### src/rtl/clk_mux_sequencer_pkg.sv
// clk_mux_sequencer_pkg: shared state encoding and sizing helpers for the clock-switch sequencer.
package clk_mux_sequencer_pkg;

    localparam int STATE_W = 3;

    typedef enum logic [STATE_W-1:0] {
        RESET     = 3'd0,
        WAIT_LOCK = 3'd1,
        RUN       = 3'd2,
        SWITCH    = 3'd3,
        FAIL      = 3'd4
    } seq_state_t;

    function automatic int max3(input int a, input int b, input int c);
        return (a > b) ? ((a > c) ? a : c) : ((b > c) ? b : c);
    endfunction

endpackage

### src/rtl/clk_mux_sequencer_if.sv
// clk_mux_sequencer_if: control/status bundle between the sequencer (slave) and clk_mux/software (master).
interface clk_mux_sequencer_if #(
    parameter int CNT_W = 16
);
    logic             clk_ext_active;
    logic             locked;
    logic             prefer_ext;
    logic             retry;
    logic             clk_int_select;
    logic             mmcm_resetn;
    logic             ready;
    logic             lock_fail;
    logic [2:0]       state_o;
    logic [CNT_W-1:0] switch_count;
    logic [CNT_W-1:0] lock_loss_count;

    modport master (
        output clk_ext_active, locked, prefer_ext, retry,
        input  clk_int_select, mmcm_resetn, ready, lock_fail, state_o, switch_count, lock_loss_count
    );

    modport slave (
        input  clk_ext_active, locked, prefer_ext, retry,
        output clk_int_select, mmcm_resetn, ready, lock_fail, state_o, switch_count, lock_loss_count
    );
endinterface

### src/rtl/clk_mux_sequencer_sync.sv
// cdc_sync_bit: two-flop synchroniser for a single asynchronous level, cleared to 0 on reset.
module cdc_sync_bit (
    input  logic clk,
    input  logic rst,
    input  logic d,
    output logic q
);
    logic meta;

    always_ff @(posedge clk or posedge rst) begin
        if (rst) {q, meta} <= 2'b00;
        else     {q, meta} <= {meta, d};
    end
endmodule

### src/rtl/clk_mux_sequencer.sv
// clk_mux_sequencer: sequences clk_mux source selection and MMCM reset, with ext qualification,
// forced fallback to the internal clock, lock retry and saturating event counters.
module clk_mux_sequencer
    import clk_mux_sequencer_pkg::*;
#(
    parameter int RST_CYCLES    = 16,
    parameter int LOCK_TIMEOUT  = 100000,
    parameter int EXT_QUAL      = 1024,
    parameter int SETTLE_CYCLES = 64,
    parameter int MAX_RETRIES   = 3,
    parameter int CNT_W         = 16
) (
    input logic                clk,
    input logic                rst,
    clk_mux_sequencer_if.slave bus
);
    localparam int TW = $clog2(max3(RST_CYCLES, LOCK_TIMEOUT, SETTLE_CYCLES) + 1);
    localparam int QW = $clog2(EXT_QUAL + 1);
    localparam int RW = $clog2(MAX_RETRIES + 1);

    seq_state_t       state, state_n;
    logic [TW-1:0]    timer, timer_n;
    logic [QW-1:0]    qual;
    logic [RW-1:0]    retries, retries_n;
    logic [CNT_W-1:0] sw_cnt, sw_cnt_n, ll_cnt, ll_cnt_n;
    logic             sel, sel_n;
    logic             resetn_q, ready_q, fail_q;
    logic             ext_s, lock_s, ext_ok, want_int, ext_lost;

    cdc_sync_bit u_sync_ext  (.clk(clk), .rst(rst), .d(bus.clk_ext_active), .q(ext_s));
    cdc_sync_bit u_sync_lock (.clk(clk), .rst(rst), .d(bus.locked),         .q(lock_s));

    // qual saturates one short of EXT_QUAL so ext_ok lands on the EXT_QUAL-th high cycle
    always_ff @(posedge clk or posedge rst) begin
        if (rst)                            qual <= '0;
        else if (!ext_s)                    qual <= '0;
        else if (qual != QW'(EXT_QUAL - 1)) qual <= qual + QW'(1);
    end

    assign ext_ok   = ext_s && (qual == QW'(EXT_QUAL - 1));
    assign want_int = !(bus.prefer_ext && ext_ok);
    assign ext_lost = !sel && !ext_s;

    always_comb begin
        state_n   = state;
        timer_n   = timer + TW'(1);
        retries_n = retries;
        sel_n     = sel;
        sw_cnt_n  = sw_cnt;
        ll_cnt_n  = ll_cnt;
        case (state)
            RESET: begin
                sel_n = sel | ext_lost;
                if (timer == TW'(RST_CYCLES - 1)) begin
                    state_n = WAIT_LOCK;
                    timer_n = '0;
                end
            end
            WAIT_LOCK: begin
                sel_n = sel | ext_lost;
                if (lock_s) begin
                    state_n   = RUN;
                    retries_n = '0;
                    timer_n   = '0;
                end else if (timer == TW'(LOCK_TIMEOUT - 1)) begin
                    retries_n = retries + RW'(1);
                    state_n   = (retries_n == RW'(MAX_RETRIES)) ? FAIL : RESET;
                    timer_n   = '0;
                end
            end
            RUN: begin
                timer_n = '0;
                // lock_s is known high on RUN entry, so a low here is a falling edge
                if (ext_lost) begin
                    sel_n    = 1'b1;
                    state_n  = SWITCH;
                    ll_cnt_n = (!lock_s && !(&ll_cnt)) ? ll_cnt + CNT_W'(1) : ll_cnt;
                end else if (!lock_s) begin
                    state_n  = RESET;
                    ll_cnt_n = (&ll_cnt) ? ll_cnt : ll_cnt + CNT_W'(1);
                end else if (want_int != sel) begin
                    sel_n   = want_int;
                    state_n = SWITCH;
                end
            end
            SWITCH: begin
                if (ext_lost) begin
                    sel_n   = 1'b1;
                    timer_n = '0;
                end else if (timer == TW'(SETTLE_CYCLES - 1)) begin
                    state_n  = RESET;
                    timer_n  = '0;
                    sw_cnt_n = (&sw_cnt) ? sw_cnt : sw_cnt + CNT_W'(1);
                end
            end
            default: begin
                sel_n   = 1'b1;
                timer_n = '0;
                if (bus.retry) begin
                    state_n   = RESET;
                    retries_n = '0;
                end
            end
        endcase
        if (state_n == FAIL) sel_n = 1'b1;
    end

    always_ff @(posedge clk or posedge rst) begin
        if (rst) begin
            state    <= RESET;
            timer    <= '0;
            retries  <= '0;
            sel      <= 1'b1;
            sw_cnt   <= '0;
            ll_cnt   <= '0;
            resetn_q <= 1'b0;
            ready_q  <= 1'b0;
            fail_q   <= 1'b0;
        end else begin
            state    <= state_n;
            timer    <= timer_n;
            retries  <= retries_n;
            sel      <= sel_n;
            sw_cnt   <= sw_cnt_n;
            ll_cnt   <= ll_cnt_n;
            resetn_q <= !(state_n == RESET || state_n == FAIL);
            ready_q  <= (state_n == RUN);
            fail_q   <= (state_n == FAIL);
        end
    end

    assign bus.clk_int_select  = sel;
    assign bus.mmcm_resetn     = resetn_q;
    assign bus.ready           = ready_q;
    assign bus.lock_fail       = fail_q;
    assign bus.state_o         = state;
    assign bus.switch_count    = sw_cnt;
    assign bus.lock_loss_count = ll_cnt;
endmodule
### src/flat_wrapper.sv
// flat-port wrapper written by rule: the top's interface ports become plain ports
module clk_mux_sequencer_flat import clk_mux_sequencer_pkg::*;
#(
    parameter int RST_CYCLES    = 16,
    parameter int LOCK_TIMEOUT  = 100000,
    parameter int EXT_QUAL      = 1024,
    parameter int SETTLE_CYCLES = 64,
    parameter int MAX_RETRIES   = 3,
    parameter int CNT_W         = 16
)
  (clk, rst, bus_clk_ext_active, bus_locked, bus_prefer_ext, bus_retry, bus_clk_int_select, bus_mmcm_resetn, bus_ready, bus_lock_fail, bus_state_o, bus_switch_count, bus_lock_loss_count);
  clk_mux_sequencer_if #(.CNT_W(CNT_W)) bus_i ();
  input logic clk;
  input logic rst;
  input wire logic [$bits(bus_i.clk_ext_active)-1:0] bus_clk_ext_active;
  input wire logic [$bits(bus_i.locked)-1:0] bus_locked;
  input wire logic [$bits(bus_i.prefer_ext)-1:0] bus_prefer_ext;
  input wire logic [$bits(bus_i.retry)-1:0] bus_retry;
  output wire logic [$bits(bus_i.clk_int_select)-1:0] bus_clk_int_select;
  output wire logic [$bits(bus_i.mmcm_resetn)-1:0] bus_mmcm_resetn;
  output wire logic [$bits(bus_i.ready)-1:0] bus_ready;
  output wire logic [$bits(bus_i.lock_fail)-1:0] bus_lock_fail;
  output wire logic [$bits(bus_i.state_o)-1:0] bus_state_o;
  output wire logic [$bits(bus_i.switch_count)-1:0] bus_switch_count;
  output wire logic [$bits(bus_i.lock_loss_count)-1:0] bus_lock_loss_count;
  assign bus_i.clk_ext_active = bus_clk_ext_active;
  assign bus_i.locked = bus_locked;
  assign bus_i.prefer_ext = bus_prefer_ext;
  assign bus_i.retry = bus_retry;
  assign bus_clk_int_select = bus_i.clk_int_select;
  assign bus_mmcm_resetn = bus_i.mmcm_resetn;
  assign bus_ready = bus_i.ready;
  assign bus_lock_fail = bus_i.lock_fail;
  assign bus_state_o = bus_i.state_o;
  assign bus_switch_count = bus_i.switch_count;
  assign bus_lock_loss_count = bus_i.lock_loss_count;
  clk_mux_sequencer #(.RST_CYCLES(RST_CYCLES), .LOCK_TIMEOUT(LOCK_TIMEOUT), .EXT_QUAL(EXT_QUAL), .SETTLE_CYCLES(SETTLE_CYCLES), .MAX_RETRIES(MAX_RETRIES), .CNT_W(CNT_W)) u_core (.clk(clk), .rst(rst), .bus(bus_i));
endmodule
### config.mk
export PLATFORM = sky130hd
export DESIGN_NAME = clk_mux_sequencer_flat
export DESIGN_NICKNAME = d
export VERILOG_FILES = /design/src/rtl/clk_mux_sequencer_pkg.sv /design/src/rtl/clk_mux_sequencer_if.sv /design/src/rtl/clk_mux_sequencer_sync.sv /design/src/rtl/clk_mux_sequencer.sv /design/src/flat_wrapper.sv
export SDC_FILE = /design/constraint.sdc
export NUM_CORES = 1
export LEC_CHECK = 0
export BUFFER_PORTS_ARGS = -buffer_cell sky130_fd_sc_hd__buf_2
export CORE_MARGIN = 3
export CORE_UTILIZATION = 45
export DETAILED_ROUTE_END_ITERATION = 16
export HOLD_SLACK_MARGIN = 0.02
export PLACE_DENSITY_LB_ADDON = 0.3
export SYNTH_ARGS = -nofsm -noshare
export SYNTH_HDL_FRONTEND = slang
export SYNTH_SLANG_ARGS = --single-unit
### constraint.sdc
create_clock -name clk -period 3.59 [get_ports clk]
set_clock_uncertainty 0.05 [all_clocks]
set_input_delay 0.359 -clock clk [delete_from_list [all_inputs] [get_ports clk]]
set_output_delay 0.359 -clock clk [all_outputs]
set_load 0.005 [all_outputs]
; ---- After elaboration in Yosys (flattened, before gate mapping)
; Index checks and enable logic that the tools add are counted.
[op_classes]
mul = 0
n_mux = 33
eq_ne = 20
addsub = 5
n_lt_le_gt_ge = 0
bitwise_logic = 4
reduce_logical = 22
div_mod_pow = 0
shifts = 0
[op_table]
columns = op, count
row1 = 17-bit 2-to-1 mux, 5
row2 = 16-bit 2-to-1 mux, 4
row3 = 17-bit one-hot mux with 3 select lines, 1
row4 = "16-bit by 1-bit adder with 16-bit output, second input constant", 2
row5 = 16-bit AND reduction, 2
row6 = 3-bit 2-to-1 mux, 10
row7 = 11-bit 2-to-1 mux, 2
row8 = "17-bit by 1-bit adder with 17-bit output, second input constant", 1
row9 = "17-bit equality test, second input constant", 1
row10 = "17-bit by 4-bit equality test with 1-bit output, second input constant", 1
row11 = "17-bit by 6-bit equality test with 1-bit output, second input constant", 1
row12 = 3-bit one-hot mux with 4 select lines, 1
row13 = "11-bit by 1-bit adder with 11-bit output, second input constant", 1
row14 = "11-bit by 10-bit equality test with 1-bit output, second input constant", 1
row15 = "11-bit by 10-bit != test with 1-bit output, second input constant", 1
row16 = "3-bit by 2-bit equality test with 1-bit output, second input constant", 3
row17 = 4-bit AND reduction, 2
row18 = 1-bit zero test, 6
row19 = 3-bit zero test, 2
row20 = 2-bit 2-to-1 mux, 3
row21 = "2-bit by 1-bit != test with 1-bit output, second input constant", 3
row22 = 3-bit AND reduction, 2
row23 = 1-bit 2-to-1 mux, 5
row24 = 1-bit logical AND, 4
row25 = other kinds (18), 20
[totals]
romBits = 0
mem_bits_rw = 0
latch_bits = 0
in_bits = 6
out_inout_bits = 39
mem_count = 0
reg_bits = 73
word_cells = 98

; ---- Depth between registers and ports, before layout
; Gate-level depths: netlist of run 1.
[depth]
ltp_word = 12
mapped_depth = 7
mapped_depth_nobuf = 6

; ---- Hierarchy
; From an unflattened synthesis of run 1, not the netlist that was laid out.
[unflattened]
cells_unflattened = 340
hier_area_um2 = 3518.4
[by_module_without_submodules]
columns = mod, area_each_um2, seq_area_each_um2, n_inst, cells_each
row1 = clk_mux_sequencer, 3410.8, 1727.9, 1, 334
row2 = cdc_sync_bit, 53.8, 50.0, 2, 3

; ---- Worst setup path before layout of run 1
; OpenSTA, ideal clock, no wires.
[synth_path]
path_kind = register to register
startpoint = register u_core.timer[6]
endpoint = register u_core.sel (netlist: u_core.bus.clk_int_select)
path_buffers = 1
setup_ns = 0.094
required_time_ns = 3.446
path_slack_ns = 1.636
synth_period_minus_slack_ns = 1.954
stages_incl_launch_ff = 7
arrival_time_ns = 1.810
path_cell_list = dfrtp_1 > nor4_2 > and4b_1 > buf_6 > a32oi_2 > and4_4 > or4b_4
[synth_via]
elab_chain_len = 7
elab_cells_between_ends = 15
classes_between = eq/ne (7) / mux (7) / reduce/logical (1)
[synth_lines]
columns = item, line_no
row1 = "start, declared", clk_mux_sequencer.sv:22  ; logic [TW-1:0] timer, timer_n;
row2 = "start signal, assigned", clk_mux_sequencer.sv:121  ; timer <= timer_n;
row3 = 17-bit by 6-bit equality test with 1-bit output or 17-bit equality test (tied branches), "clk_mux_sequencer.sv:90, clk_mux_sequencer.sv:65"
row4 = 3-bit 2-to-1 mux (on tied branches), "clk_mux_sequencer.sv:90, clk_mux_sequencer.sv:65"
row5 = 3-bit 2-to-1 mux (on tied branches), "clk_mux_sequencer.sv:87, clk_mux_sequencer.sv:61"
row6 = 3-bit one-hot mux with 4 select lines (*), clk_mux_sequencer.sv:51  ; case (state)
row7 = 3-bit equality test (*), clk_mux_sequencer.sv:105  ; if (state_n == FAIL) sel_n = 1'b1;
row8 = "4-bit by 1-bit != test with 1-bit output (no source line), or another cell as far along", n/a
row9 = 3-bit AND reduction (no source line), n/a
row10 = "end signal, assigned", clk_mux_sequencer.sv:123  ; sel <= sel_n;
row11 = "end, declared", clk_mux_sequencer.sv:26  ; logic sel, sel_n;
; Mark *: on every way between the ends. The rest lies on a longest branch, timed or not.
; A chain may end at the register's enable or synchronous reset.

; ---- Worst setup path after layout of run 1
[layout_path]
startpoint = register u_core.timer[0]
endpoint = register u_core.timer[6]
[layout_via]
elab_chain_len = 4
elab_cells_between_ends = 10
classes_between = add/sub (1) / eq/ne (3) / mux (6)
[layout_lines]
columns = item, line_no
row1 = "17-bit by 1-bit adder with 17-bit output, or another cell as far along", clk_mux_sequencer.sv:46  ; timer_n = timer + TW'(1);
row2 = 17-bit 2-to-1 mux (on tied branches), "clk_mux_sequencer.sv:90, clk_mux_sequencer.sv:65"
row3 = 17-bit 2-to-1 mux (on tied branches), "clk_mux_sequencer.sv:87, clk_mux_sequencer.sv:61"
row4 = 17-bit one-hot mux with 3 select lines (*), clk_mux_sequencer.sv:51
row5 = via u_core.timer_n[6], clk_mux_sequencer.sv:22
; The timed path passes the listed nets; every way through them passes the cells marked *.

==> results of run 1 <==
-- final cells by class --
cell class                 count  area (µm²)  share of cell area
inverter                       8        30.0             0.00726
timing repair buffer          48         253              0.0611
multi-input combinational    247        1670               0.404
clock buffer                  12         155              0.0375
sequential                    73        1830               0.442
tap                           99         124              0.0300
clock inverter                 4        75.1              0.0182
-- stage by stage --
step                hold slack [ns]  setup slack [ns]  power [mW]   util
floorplan                     0.281              1.33        1.23      -
global route                 0.0411             0.941        2.14  0.552
global placement              0.211              1.36        1.30  0.520
detailed placement            0.217              1.20        1.32  0.520
finish                       0.0621              1.23        2.03  0.552
CTS                          0.0433              1.18        2.06  0.552
-- report_power, final --
part	internal [mW]	switching, mW
Sequential	0.895	0.0965
Clock	0.429	0.302
Combinational	0.132	0.173
Total	1.46	0.572
-- timing repair --
item / CTS / global route
endpoints found under the setup margin: 0 / 0
endpoints found under the hold margin: 6 / 0
hold buffers: 1 / 0
setup buffers: 0 / 0
-- logic make-up after synthesis --
kind of cell / Yosys count / share of synthesized area
buffers and inverters: 15 / 0.0234
XOR/XNOR: 51 / 0.125
multiplexers: 3 / 0.00908
AND/OR/NAND/NOR: 167 / 0.268
flip-flops: 73 / 0.510
adder cells (fa/ha/maj): 5 / 0.0175
AO/OA/AOI/OAI: 21 / 0.0472
-- path summary, 6_finish.rpt --
kind                       cells after the start  slack (ns)                              to                   start
setup / recovery                               6        1.23                 u_core.timer[6]         u_core.timer[0]
hold / removal                                 1        0.06         u_core.u_sync_lock.meta              bus_locked
setup reg to reg                               6        1.23                 u_core.timer[6]         u_core.timer[0]
hold reg to reg                                0        0.31             u_core.u_sync_ext.q  u_core.u_sync_ext.meta
max in group asynchronous                      4        2.34           u_core.bus.state_o[1]                     rst
min in group asynchronous                      3        0.39  u_core.bus.lock_loss_count[12]                     rst
-- worst max-delay path, cell delays in order (launching register included) --
cell      delay, ns
dfrtp_1        0.39
ha_1           0.24
nand3_1        0.14
nor2_1         0.41
nand2_1        0.17
a221oi_4       0.68
nor2_1         0.13
-- registers in the layout, summed over array words and instances (netlist names) --
register	count
u_core.timer	17
u_core.qual	11
u_core.bus.switch_count	16
u_core.bus.lock_fail	1
u_core.bus.ready	1
u_core.bus.mmcm_resetn	1
u_core.bus.lock_loss_count	16
u_core.u_sync_ext.meta	1
u_core.retries	2
u_core.u_sync_lock.meta	1
u_core.bus.state_o	3
u_core.u_sync_lock.q	1
u_core.u_sync_ext.q	1
u_core.bus.clk_int_select	1
-- metal layers --
metal / GRT usage / part of all wire
met2: 0.271 / 0.49
met4: 0.0493 / 0.011
met1: 0.229 / 0.45
met5: 0 / 0
met3: 0.0537 / 0.044
-- cells in the final DEF, fill, tap and decap left out, types with 3 or more instances in the layout --
| master | instances |
|---|---|
| dfrtp_1 | 72 |
| buf_2 | 44 |
| nor2_1 | 33 |
| xor2_1 | 26 |
| xnor2_1 | 25 |
| nand2_1 | 23 |
| nor3_1 | 17 |
| nand3_1 | 16 |
| nand4_1 | 15 |
| and3_1 | 11 |
| clkbuf_8 | 11 |
| and2_1 | 10 |
| inv_1 | 7 |
| nor3b_1 | 5 |
| ha_1 | 5 |
| and4_1 | 4 |
| nor2b_1 | 4 |
| o21ai_0 | 4 |
| a31oi_1 | 3 |
| or4_1 | 3 |
| nor4_2 | 3 |
| nor4_1 | 3 |
| a21oi_1 | 3 |
| buf_4 | 3 |
==> metrics.yaml, run 1 <==
drt:
  wl_um: 7220
  drtIter0Drc: 100
  ant_nets: 0
  drc: 0
  firstDrtPassIters: 5
  avgRoutedWirePerCell_um: 14.7
  vias_per_cell: 5.46
  vias: 2679
yosys:
  synth_area_leaders: "dfrtp_1, xor2_1, xnor2_1"
  ys_warn_count: 0
  yosys.area.top_type: "dfrtp_1"
  synth.top_cells.by_count: "dfrtp_1, nor2_1, xor2_1"
  syn_area_um2: 3580
  synth-async-reset-ratio: 1.00
  ys_types: 54
  synthesis.nets: 346
  synth-edff-count: 0
  synthCells: 335
  synth_top_area_frac: 0.503
  seq_area_frac_synth: 0.510
  synth.most_common_cell: "dfrtp_1"
  ys_seq_elements: 73
  synth_area_per_cell_um2: 10.7
  synthFlopType: "dfrtp_1"
clocking:
  clk_pin_slew_ns: 0.08
  cts.sinks: 73
  clk_path_buf_depth: 2
  post_cts_resize_count: 0
  clk-insertion-delay-late_ns: 0.35
  cts_tree: "built"
  cts_root_buf: "clkbuf_8"
  numCtsBuffers: 9
  htreeDepth: 3
cells_and_area:
  fillCellCount: 669
  antenna_cells: 0
  fin_nets: 398
  drive_gt1_frac: 0.207
  post-route-cell-area_um2: 4130
  final-instance-count-excl-fill: 491
  syn_to_final_growth_pct: 15.4
timing:
  layout_min_cycle_time_ns: 2.36
  fmax_mhz: 424
  final_hold_viol_count: 0
  setup_tns_ns: 0
  tightest_slew_ns: 0.852
  maxSlewHeadroom: 0.429
  finalMaxSlewViolations: 0
  final-setup-viol-count: 0
  rsz0062_at_grt: "no"
  period_share: 0.657
place:
  dp.cells: 474
  place_area_um2: 3890
  numPortBuffers: 44
  post-dp-hpwl_um: 5100
  gp_congestion: 0.840
floorplanning:
  die_w_um: 95.2
  die_y_um: 95.2
  start_util: 0.478
  io_pins: 45
  core_area_um2: 7490
  std_cell_rows: 31
  die-area_um2: 9060
pwr:
  ir_worst_vdd_v: 0.000225
  p_leak_nw: 2.01
  power.density_nw_per_um2: 490
worst_hold_path:
  hp-class: "in -> reg"
worst_setup_path:
  required_ns: 3.75
  crit_arrival_ns: 2.52
  endpoint_kind: "flop"
  worstSetupStartpointType: "flop"
  path_max_fanout: 17
  path_class: "reg -> reg"
global_routing:
  track_usage: 0.172
  grt_pass1_vias: 2590
  grt_max_degree: 40
  antenna_found_initial: 0
  overflow: 0
  grt_pass1_wl_um: 12300
flow_run:
  cap_violations: 0
status:
  status: "completed"
Note: power is estimated with default switching activity, not from simulation.
==> run 2: changes to the inputs <==
==> constraint.sdc (replaced) <==
create_clock -name clk -period 2 [get_ports clk]
set_clock_uncertainty 0.05 [all_clocks]
set_input_delay 0.2 -clock clk [delete_from_list [all_inputs] [get_ports clk]]
set_output_delay 0.2 -clock clk [all_outputs]
set_load 0.005 [all_outputs]
==> metrics.yaml, run 2 (synthesized netlist as in run 1, its figures left out) <==
status:
  status: "finished, violations left"
  violations: "negative setup slack"
place:
  place_area_um2: 4230
  numPortBuffers: 44
  post-dp-hpwl_um: 5300
  gp_congestion: 0.867
  dp.cells: 515
pwr:
  ir_worst_vdd_v: 0.000450
  power.density_nw_per_um2: 827
  power_mw: 3.85
  p_leak_nw: 2.36
timing:
  maxSlewHeadroom: 0.616
  tightest_slew_ns: 0.572
  finalMaxSlewViolations: 0
  final_hold_viol_count: 0
  period_share: 1.02
  setup_tns_ns: -0.0422
  layout_min_cycle_time_ns: 2.03
  fmax_mhz: 492
  rsz0062_at_grt: "yes"
  final.setup.worst_slack_ns: -0.0340
  final-setup-viol-count: 2
clocking:
  cts.sinks: 73
  cts_root_buf: "clkbuf_8"
  numCtsBuffers: 9
  clk_pin_slew_ns: 0.07
  clk_path_buf_depth: 2
  cts_tree: "built"
  htreeDepth: 3
  clk-insertion-delay-late_ns: 0.35
floorplanning:
  core_area_um2: 7490
  die_y_um: 95.2
  std_cell_rows: 31
  io_pins: 45
  die-area_um2: 9060
  start_util: 0.478
  die_w_um: 95.2
global_routing:
  antenna_found_initial: 0
  grt_max_degree: 74
  grt_pass1_wl_um: 12800
  grt_pass1_vias: 2791
  overflow: 0
  track_usage: 0.178
drt:
  vias_per_cell: 5.26
  wl_um: 7760
  vias: 2819
  drtIter0Drc: 100
  avgRoutedWirePerCell_um: 14.5
  firstDrtPassIters: 4
  drc: 0
  ant_nets: 0
worst_hold_path:
  hp-class: "in -> reg"
  holdPathStages: 3
worst_setup_path:
  path_max_fanout: 5
  required_ns: 2.17
  worstSetupStartpointType: "flop"
  endpoint_kind: "flop"
  reg2reg_depth: 4
  path_class: "reg -> reg"
  cp-startpoint: "u_core.bus.state_o[0]"
  r2r_setup_slack_ns: -0.03
  r2r_start: "u_core.bus.state_o[0]"
  crit_end: "u_core.bus.mmcm_resetn"
  rr_endpoint: "u_core.bus.mmcm_resetn"
  crit_arrival_ns: 2.20
flow_run:
  cap_violations: 0
cells_and_area:
  fin_nets: 443
  drive_gt1_frac: 0.325
  mostFrequentLayoutCells: "dfrtp_1, buf_2, buf_4"
  top_register: "u_core.timer"
  regArea_um2: 1830
  fillCellCount: 597
  largest_reg_flops: 17
  multiInputGateArea_um2: 1820
  syn_to_final_growth_pct: 30.0
  final-instance-count-excl-fill: 536
  layout_commonest_cell: "dfrtp_1"
  antenna_cells: 0
  post-route-cell-area_um2: 4660
## run 2: cell types whose count changed in the layout (fill, tap and decap cells not counted), sizes merged
| cell | delta |
|---|---|
| buf | +43 |
| clkbuf | -1 |
| dlygate4sd3 | +2 |
| clkinv | +3 |
| inv | -1 |
| clkinvlp | -1 |
## run 2: critical path, cell delays in order, from the launching register on
cell	delay, ns
dfrtp_1	0.45
or4_4	0.57
o311ai_4	0.27
nand4b_1	0.18
or3b_1	0.39
## run 2: metal layers
layer | wire (µm) | up-vias | track usage
li1 | - | 1381 | -
met1 | 3580 | 1372 | 0.243
met2 | 3690 | 55 | 0.276
met3 | 345 | 11 | 0.0489
met4 | 146 | 0 | 0.0553
met5 | 0 | - | 0
## run 2: timing repair
item / 4_1_cts / 5_1_grt
hold buffers: 3 / 0
setup endpoints to repair: 24 / 37
pin swaps: 10 / 6
buffers inserted: 1 / 1
hold endpoints to repair: 74 / 0
resized for setup: 10 / 20
## run 2: how the worst min path moves through the flow
| stage | startpoint | endpoint | slack (ns) |
|---|---|---|---|
| finish | bus_prefer_ext | u_core.bus.clk_int_select | 0.23 |
| global route | bus_prefer_ext | u_core.bus.clk_int_select | 0.24 |
| CTS | bus_prefer_ext | u_core.bus.clk_int_select | 0.23 |
| detailed placement | bus_locked | u_core.u_sync_lock.meta | 0.26 |
| global placement | bus_locked | u_core.u_sync_lock.meta | 0.26 |
| floorplan | bus_clk_ext_active | u_core.u_sync_ext.meta | 0.18 |
## run 2: area by class of cell
class / count / share of cell area
inverters: 8 / 0.00726
well taps: 99 / 0.0266
flip-flops and latches: 73 / 0.393
multi-input cells: 247 / 0.391
clock inverters: 5 / 0.0169
repair buffers: 93 / 0.135
clock buffers: 11 / 0.0304
## run 2: through the flow
stage | utilization | hold slack (ns) | setup WS (ns)
after floorplan | - | 0.181 | 0.0465
final | 0.622 | 0.225 | -0.0340
after CTS | 0.607 | 0.227 | -0.0333
after global placement | 0.565 | 0.260 | -0.0197
after detailed placement | 0.565 | 0.260 | -0.114
after global routing | 0.622 | 0.238 | -0.0977
## run 2: power by group
part,internal [mW],switching [mW]
Sequential,1.61,0.134
Clock,0.735,0.554
Combinational,0.404,0.416
